==> src/rtl/rv_enc_pkg.sv <==
// Shared constants for the RV32 subset instruction encoder.
// Op selectors, opcode/funct fields, formats and error codes.
package rv_enc_pkg;

  localparam logic [3:0] OP_ADD   = 4'd0;
  localparam logic [3:0] OP_XOR   = 4'd1;
  localparam logic [3:0] OP_SLT   = 4'd2;
  localparam logic [3:0] OP_AUIPC = 4'd3;
  localparam logic [3:0] OP_LUI   = 4'd4;
  localparam logic [3:0] OP_ADDI  = 4'd5;
  localparam logic [3:0] OP_LW    = 4'd6;
  localparam logic [3:0] OP_ANDI  = 4'd7;
  localparam logic [3:0] OP_SRAI  = 4'd8;
  localparam logic [3:0] OP_BEQ   = 4'd9;
  localparam logic [3:0] OP_JAL   = 4'd10;
  localparam logic [3:0] OP_SW    = 4'd11;
  localparam logic [3:0] OP_ABSV  = 4'd12;

  localparam logic [6:0] OPC_OP     = 7'b0110011;
  localparam logic [6:0] OPC_CUST0  = 7'b0001011;
  localparam logic [6:0] OPC_OPIMM  = 7'b0010011;
  localparam logic [6:0] OPC_LOAD   = 7'b0000011;
  localparam logic [6:0] OPC_STORE  = 7'b0100011;
  localparam logic [6:0] OPC_BRANCH = 7'b1100011;
  localparam logic [6:0] OPC_JAL    = 7'b1101111;
  localparam logic [6:0] OPC_LUI    = 7'b0110111;
  localparam logic [6:0] OPC_AUIPC  = 7'b0010111;

  localparam logic [2:0] F3_ADD  = 3'b000;
  localparam logic [2:0] F3_XOR  = 3'b100;
  localparam logic [2:0] F3_SLT  = 3'b010;
  localparam logic [2:0] F3_AND  = 3'b111;
  localparam logic [2:0] F3_SRA  = 3'b101;
  localparam logic [2:0] F3_WORD = 3'b010;
  localparam logic [2:0] F3_BEQ  = 3'b000;

  localparam logic [6:0] F7_BASE = 7'b0000000;
  localparam logic [6:0] F7_SRA  = 7'b0100000;

  typedef enum logic [2:0] {
    FMT_R,
    FMT_I,
    FMT_S,
    FMT_B,
    FMT_U,
    FMT_J
  } fmt_t;

  localparam logic [1:0] ERR_NONE    = 2'd0;
  localparam logic [1:0] ERR_ILLEGAL = 2'd1;
  localparam logic [1:0] ERR_RANGE   = 2'd2;
  localparam logic [1:0] ERR_ALIGN   = 2'd3;

  // True when v is representable as an n-bit signed value.
  function automatic logic fits(
    input logic [31:0] v,
    input int unsigned n
  );
    logic [31:0] hi;
    hi = $signed(v) >>> (n - 1);
    return (hi == '0) || (hi == '1);
  endfunction

endpackage

==> src/rtl/imm_scatter.sv <==
// Places a 32-bit immediate into its instruction bit positions
// for the given format and flags range / alignment problems.
module imm_scatter
  import rv_enc_pkg::*;
(
  input  fmt_t        fmt,
  input  logic        shamt,
  input  logic [31:0] imm,
  output logic [31:0] bits,
  output logic        range_ok,
  output logic        align_ok
);

  // Per-format scatter and legality of the immediate.
  always_comb begin
    bits     = '0;
    range_ok = 1'b1;
    align_ok = 1'b1;
    case (fmt)
      FMT_I: begin
        if (shamt) begin
          bits     = {F7_SRA, imm[4:0], 20'b0};
          range_ok = (imm[31:5] == '0);
        end else begin
          bits     = {imm[11:0], 20'b0};
          range_ok = fits(imm, 12);
        end
      end
      FMT_S: begin
        bits = {imm[11:5], 13'b0,
                imm[4:0], 7'b0};
        range_ok = fits(imm, 12);
      end
      FMT_B: begin
        bits = {imm[12], imm[10:5], 13'b0,
                imm[4:1], imm[11], 7'b0};
        range_ok = fits(imm, 13);
        align_ok = !imm[0];
      end
      FMT_U: begin
        bits     = {imm[31:12], 12'b0};
        range_ok = (imm[11:0] == '0);
      end
      FMT_J: begin
        bits = {imm[20], imm[10:1], imm[11],
                imm[19:12], 12'b0};
        range_ok = fits(imm, 21);
        align_ok = !imm[0];
      end
      default: ;
    endcase
  end

endmodule

==> src/rtl/instruction_encoder.sv <==
// Packs op/register/immediate requests into RV32 words and
// streams them with a wrapping write address toward memory.
module instruction_encoder
  import rv_enc_pkg::*;
#(
  parameter logic [31:0] BASE_ADDR = 32'h0000_0000,
  parameter int          MEM_WORDS = 1024
) (
  input  logic        clk,
  input  logic        rst,
  input  logic        in_valid,
  output logic        in_ready,
  input  logic [3:0]  in_op,
  input  logic [4:0]  in_rd,
  input  logic [4:0]  in_rs1,
  input  logic [4:0]  in_rs2,
  input  logic [31:0] in_imm,
  input  logic        in_last,
  output logic        out_valid,
  input  logic        out_ready,
  output logic [31:0] out_instr,
  output logic [31:0] out_addr,
  output logic        done,
  output logic        err_valid,
  output logic [1:0]  err_code,
  output logic [15:0] word_count
);

  localparam int AW = $clog2(MEM_WORDS);
  localparam logic [AW-1:0] IDX_ONE = {{(AW-1){1'b0}}, 1'b1};

  fmt_t        fmt;
  logic        legal;
  logic        shamt;
  logic [6:0]  opc;
  logic [2:0]  f3;
  logic [6:0]  f7;
  logic [4:0]  rd_f;
  logic [4:0]  rs1_f;
  logic [4:0]  rs2_f;
  logic [31:0] imm_bits;
  logic        range_ok;
  logic        align_ok;
  logic [31:0] word;
  logic [1:0]  code;
  logic        ok;
  logic        in_fire;
  logic        out_fire;
  logic        out_last;
  logic        rej_last;
  logic [AW-1:0] idx;

  // Select format, fixed fields and used register slots per op.
  always_comb begin
    fmt   = FMT_R;
    legal = 1'b1;
    shamt = 1'b0;
    opc   = '0;
    f3    = '0;
    f7    = '0;
    rd_f  = '0;
    rs1_f = '0;
    rs2_f = '0;
    case (in_op)
      OP_ADD, OP_XOR, OP_SLT: begin
        opc   = OPC_OP;
        f7    = F7_BASE;
        rd_f  = in_rd;
        rs1_f = in_rs1;
        rs2_f = in_rs2;
        f3    = (in_op == OP_XOR) ? F3_XOR :
                (in_op == OP_SLT) ? F3_SLT : F3_ADD;
      end
      OP_ABSV: begin
        opc   = OPC_CUST0;
        f3    = F3_ADD;
        rd_f  = in_rd;
        rs1_f = in_rs1;
      end
      OP_ADDI, OP_ANDI, OP_SRAI, OP_LW: begin
        fmt   = FMT_I;
        rd_f  = in_rd;
        rs1_f = in_rs1;
        opc   = (in_op == OP_LW) ? OPC_LOAD : OPC_OPIMM;
        shamt = (in_op == OP_SRAI);
        f3    = (in_op == OP_ANDI) ? F3_AND :
                (in_op == OP_SRAI) ? F3_SRA :
                (in_op == OP_LW)   ? F3_WORD : F3_ADD;
      end
      OP_SW: begin
        fmt   = FMT_S;
        opc   = OPC_STORE;
        f3    = F3_WORD;
        rs1_f = in_rs1;
        rs2_f = in_rs2;
      end
      OP_BEQ: begin
        fmt   = FMT_B;
        opc   = OPC_BRANCH;
        f3    = F3_BEQ;
        rs1_f = in_rs1;
        rs2_f = in_rs2;
      end
      OP_JAL: begin
        fmt  = FMT_J;
        opc  = OPC_JAL;
        rd_f = in_rd;
      end
      OP_LUI, OP_AUIPC: begin
        fmt  = FMT_U;
        rd_f = in_rd;
        opc  = (in_op == OP_LUI) ? OPC_LUI : OPC_AUIPC;
      end
      default: legal = 1'b0;
    endcase
  end

  imm_scatter u_scatter (
    .fmt      (fmt),
    .shamt    (shamt),
    .imm      (in_imm),
    .bits     (imm_bits),
    .range_ok (range_ok),
    .align_ok (align_ok)
  );

  assign word = imm_bits |
                {f7, rs2_f, rs1_f, f3, rd_f, opc};

  // Illegal op first, then misalignment, then range.
  always_comb begin
    code = ERR_NONE;
    if (!legal)         code = ERR_ILLEGAL;
    else if (!align_ok) code = ERR_ALIGN;
    else if (!range_ok) code = ERR_RANGE;
  end

  assign ok       = (code == ERR_NONE);
  assign in_ready = !out_valid || out_ready;
  assign in_fire  = in_valid && in_ready;
  assign out_fire = out_valid && out_ready;
  assign done     = (out_fire && out_last) || rej_last;
  assign out_addr = BASE_ADDR + (32'(idx) << 2);

  // Output holding register: load on a legal accept, drain on ready.
  always_ff @(posedge clk or posedge rst) begin
    if (rst) begin
      out_valid <= 1'b0;
      out_instr <= '0;
      out_last  <= 1'b0;
    end else if (in_fire && ok) begin
      out_valid <= 1'b1;
      out_instr <= word;
      out_last  <= in_last;
    end else if (out_ready) begin
      out_valid <= 1'b0;
    end
  end

  // Error pulse and the done pulse owed to a rejected last request.
  always_ff @(posedge clk or posedge rst) begin
    if (rst) begin
      err_valid <= 1'b0;
      err_code  <= ERR_NONE;
      rej_last  <= 1'b0;
    end else begin
      err_valid <= in_fire && !ok;
      rej_last  <= in_fire && !ok && in_last;
      if (in_fire && !ok) err_code <= code;
    end
  end

  // Word index behind out_addr; wraps naturally at MEM_WORDS.
  always_ff @(posedge clk or posedge rst) begin
    if (rst) begin
      idx <= '0;
    end else if ((in_fire && !ok && in_last) ||
                 (out_fire && out_last)) begin
      idx <= '0;
    end else if (out_fire) begin
      idx <= idx + IDX_ONE;
    end
  end

  // Saturating count of words taken by memory.
  always_ff @(posedge clk or posedge rst) begin
    if (rst) begin
      word_count <= '0;
    end else if (out_fire && word_count != 16'hFFFF) begin
      word_count <= word_count + 16'd1;
    end
  end

endmodule

==> config.mk <==
export PLATFORM = sky130hd
export DESIGN_NAME = instruction_encoder
export DESIGN_NICKNAME = d
export VERILOG_FILES = /design/src/rtl/rv_enc_pkg.sv /design/src/rtl/imm_scatter.sv /design/src/rtl/instruction_encoder.sv
export SDC_FILE = /design/constraint.sdc
export NUM_CORES = 1
export LEC_CHECK = 0
export BUFFER_PORTS_ARGS = -buffer_cell sky130_fd_sc_hd__buf_2
export CORE_MARGIN = 2
export CORE_UTILIZATION = 45
export CTS_BUF_LIST = sky130_fd_sc_hd__clkbuf_4 sky130_fd_sc_hd__clkbuf_8
export CTS_CLUSTER_DIAMETER = 60
export DETAILED_ROUTE_END_ITERATION = 8
export PLACE_DENSITY = 0.74
export SLEW_MARGIN = 20
export SYNTH_ARGS = -nofsm -noshare
export SYNTH_HDL_FRONTEND = slang
export SYNTH_SLANG_ARGS = --single-unit
==> constraint.sdc <==
create_clock -name clk -period 6.1 [get_ports clk]
set_input_delay 1.22 -clock clk [delete_from_list [all_inputs] [get_ports clk]]
set_output_delay 1.22 -clock clk [all_outputs]
set_load 0.01 [all_outputs]
==> results_tabular.tex <==
\begin{tabular}{lr}
\hline
Metric & Value \\
\hline
\multicolumn{2}{l}{\textbf{Clocking}} \\
Root buffer selected by CTS & clkbuf\_8 \\
Clock transition at the register clock pins on the worst setup and hold paths after CTS & 70 ps \\
Post-cts repair resize count & 0 \\
Clock insertion delay at the later pin of the skew report & about 340 ps \\
Clock tree from TritonCTS & done \\
Post-CTS Hold Fix Bufs & 0 \\
Post-CTS setup repair buffer count & 0 \\
Depth of the CTS H-tree & 3 \\
Clock buffer depth & 2 \\
Number of CTS-inserted buffers & 9 \\
Number of clock sinks & 63 \\
\multicolumn{2}{l}{\textbf{Global routing}} \\
Vias in the first global route & 3,313 \\
Wire length of the first global-routing pass & about 16,000 µm \\
Leftover overflow at the end of global routing & 0 \\
Initial antenna violation count & 0 \\
All-layer global routing usage & 20.5\% \\
Maximum number of pins on one net before global-route repair & 64 \\
\multicolumn{2}{l}{\textbf{Die}} \\
Initial core utilization & a little under half \\
I/O pin cnt & 142 \\
Num rows & 33 \\
Horizontal die dimension & 97.1 µm \\
Standard cell core area & between 8000 and 9000 µm² \\
Die area & 9420 µm² \\
Vertical extent of the die & just under 100 µm \\
\multicolumn{2}{l}{\textbf{Power}} \\
Switch Pwr & around 0.00043 W \\
Total power & around 0.0013 W \\
Share of power burned in combinational logic & a little over a quarter \\
Highest ir drop seen on vdd & about 0.15 mV \\
Sequential share of power & between 40 and 50\% \\
Static Leakage & between 2 and 2.5 nW \\
Sw Ratio & about a third \\
Proportion of power drawn by the clock network & between 30\% and 40\% \\
Int Pwr & a little under 0.0009 W \\
Pwr/cell area & $\sim$290 nW/µm² \\
\multicolumn{2}{l}{\textbf{Placed design}} \\
RD Place Congestion & $\sim$0.87 \\
Number of buffers inserted by port buffering & 119 \\
Number of placed cells counting well taps & 643 \\
Half-perimeter wire length after detailed placement & a little over 7000 µm \\
\multicolumn{2}{l}{\textbf{Yosys}} \\
Post-synthesis register bit count & between 60 and 70 \\
Count of unique library cells instantiated by Yosys & 61 \\
Post-synth top area cell & dfrtp\_1 \\
Most instantiated flip-flop cell in the synthesis netlist & dfrtp\_1 \\
Synthesized instance count & around 450 \\
Top post-synthesis cells by area & dfrtp\_1 (40\%), buf\_4 (5.8\%), nor2\_1 (5.8\%) \\
Number of warning messages in the yosys log & 0 \\
Mapped cell area & 3900 µm² \\
Syn Area/Cell & $\sim$8.7 µm² \\
Async S/R FF share, synth & 100\% \\
Number of enable flip-flop cells after synthesis & 0 \\
Share of the synthesized area in the top cell type & roughly two fifths \\
Portion of the post-synthesis area used by sequential elements & 40.5\% \\
\multicolumn{2}{l}{\textbf{STA}} \\
Hold WS & 488 ps \\
Final setup violating endpoints & 0 \\
Setup repair after global routing missed its margin & false \\
Final Critical Period & 3870 ps \\
Slew Limit Fails & 0 \\
Timing-limited maximum frequency & between 200 and 300 MHz \\
Tcrit/Tclk final & 63.4\% \\
Actual slew at the worst max-slew pin & 1000 ps \\
Total Negative Setup Slacks & 0 ps \\
Count of endpoints failing hold in the final timing report & 0 \\
Slew Limit Headroom & between 30 and 40\% \\
Post-route clock skew & around 12 ps \\
\multicolumn{2}{l}{\textbf{Finish}} \\
Final antenna diode count & 0 \\
Number of nets in the layout & 607 \\
Commonest non-fill, non-tap cells in the layout & buf\_2 (119), dfrtp\_1 (63), nor2\_1 (60), a21oi\_1 (43), nand2\_1 (32) \\
\# fillers & 781 \\
Fraction of layout cells with a size suffix above 1 & between 20\% and 30\% \\
Leading cell type in the layout, fill and taps excluded & buf\_2 \\
Synth-to-layout area growth & 18.1\% \\
Final Core Density & 55.4\% \\
Filler-free cell count of the finished design & 658 \\
\multicolumn{2}{l}{\textbf{Detailed routing}} \\
Length of the first detailed-routing pass in iterations & 7 \\
Antenna viol nets, final & 0 \\
Number of DRC markers in iteration 0 & around 200 \\
Via Count & about 3,700 \\
Vias per Instance & roughly 5.6 \\
Average detailed-routed wire length per instance & 15.4 µm \\
Final WL & approximately 10,000 µm \\
Post-route DRC violation count & 0 \\
\multicolumn{2}{l}{\textbf{Setup path}} \\
Crit path required time & approximately 6300 ps \\
Critical path fanouts, max & 60 \\
Kind of critical path & input port to flop \\
Endpoint kind of the worst setup timing path & flop \\
Data arrival time of the critical path & roughly 4000 ps \\
Category of the worst setup path launch point & input port \\
\multicolumn{2}{l}{\textbf{Worst hold path}} \\
Hold/Removal Path Class & flop to flop \\
\multicolumn{2}{l}{\textbf{Status}} \\
Run status & completed \\
\multicolumn{2}{l}{\textbf{Run}} \\
Maxcap violations & 0 \\
\hline
\end{tabular}
## worst max-delay path, cell delays in order
cell	delay (ps)
buf_2	300
nor2_4	400
mux2_4	340
o32ai_2	220
o21ai_2	110
a31oi_4	180
and2b_2	850
o221ai_1	280
o21a_1	170
## area by class of cell
class	count	area (µm²)	area share, %
clock buffer	11	145	3.15
timing repair buffer	120	603	13.1
multi-input combinational	346	2040	44.4
sequential	63	1580	34.3
inverter	9	33.8	0.734
clock inverter	4	70.1	1.52
tap	105	131	2.86
## power by group through the flow
stage	registers (W)	clock network [W]	logic, W
5_1_grt	0.000571	0.000430	0.000395
3_3_place_gp	0.000563	0	0.000349
2_1_floorplan	0.000595	0	0.000192
4_1_cts	0.000559	0.000414	0.000357
3_5_place_dp	0.000566	0	0.000356
6_report	0.000558	0.000403	0.000356
## flip-flops by register name, summed over array words and instances, names as in the netlist
signal	cells
out_instr	31
word_count	16
idx	10
err_code	2
err_valid	1
out_last	1
out_valid	1
rej_last	1
## layer usage
layer	vias to the layer above	global-route usage, %	routed length, µm
met1	1723	27.9	4500
met2	175	31.5	4650
li1	1781	-	-
met5	-	0	0
met3	21	4.60	740
met4	0	8.67	249
## through the flow
stage                     setup slack, ps  instance area, µm²
after global routing                 2010                4600
after global placement               2010                4390
after floorplan                      2990                3980
after detailed placement             1910                4390
after CTS                            2270                4600
final                                2230                4600
## synth_stat cells (7+ instances only)
| library cell | n |
|---|---|
| nor4_1 | 7 |
| xnor2_1 | 10 |
| a21oi_1 | 43 |
| buf_4 | 30 |
| o21ai_0 | 22 |
| nand2b_1 | 9 |
| a22oi_1 | 20 |
| xor2_1 | 7 |
| nand4_1 | 11 |
| inv_1 | 7 |
| nand3_1 | 12 |
| dfrtp_1 | 63 |
| nor3_1 | 7 |
| nand2_1 | 32 |
| nor2_1 | 60 |
| a22o_1 | 17 |
| clkbuf_1 | 14 |
## path summary, 6_finish.rpt
check                                     from        endpoint  slack [ps]  cells after the start
max in group asynchronous                  rst   out_instr[31]        4450                      3
worst min-delay path            word_count[15]  word_count[15]         490                      1
worst max-delay path                  in_op[0]   out_instr[13]        2230                      9
worst max register to register       out_valid   out_instr[13]        3880                      5
min in group asynchronous                  rst   out_instr[19]        1100                      3
worst min register to register  word_count[15]  word_count[15]         490                      1
## logic make-up (layout without fill, tap and decap cells)
| family | Yosys count | after routing | synth area share, % |
|---|---|---|---|
| xor gates and xnor gates | 17 | 17 | 3.82 |
| buffers and inverters | 59 | 144 | 9.22 |
| and+or+nand+nor | 163 | 163 | 20.4 |
| other | 1 | 22 | 0.0962 |
| DFF | 63 | 63 | 40.5 |
| AOI/OAI and AO/OA | 135 | 135 | 23.3 |
| muxes | 7 | 7 | 2.09 |
| adders and majority gates | 2 | 2 | 0.642 |
Note: power is estimated with default switching activity, not from simulation.
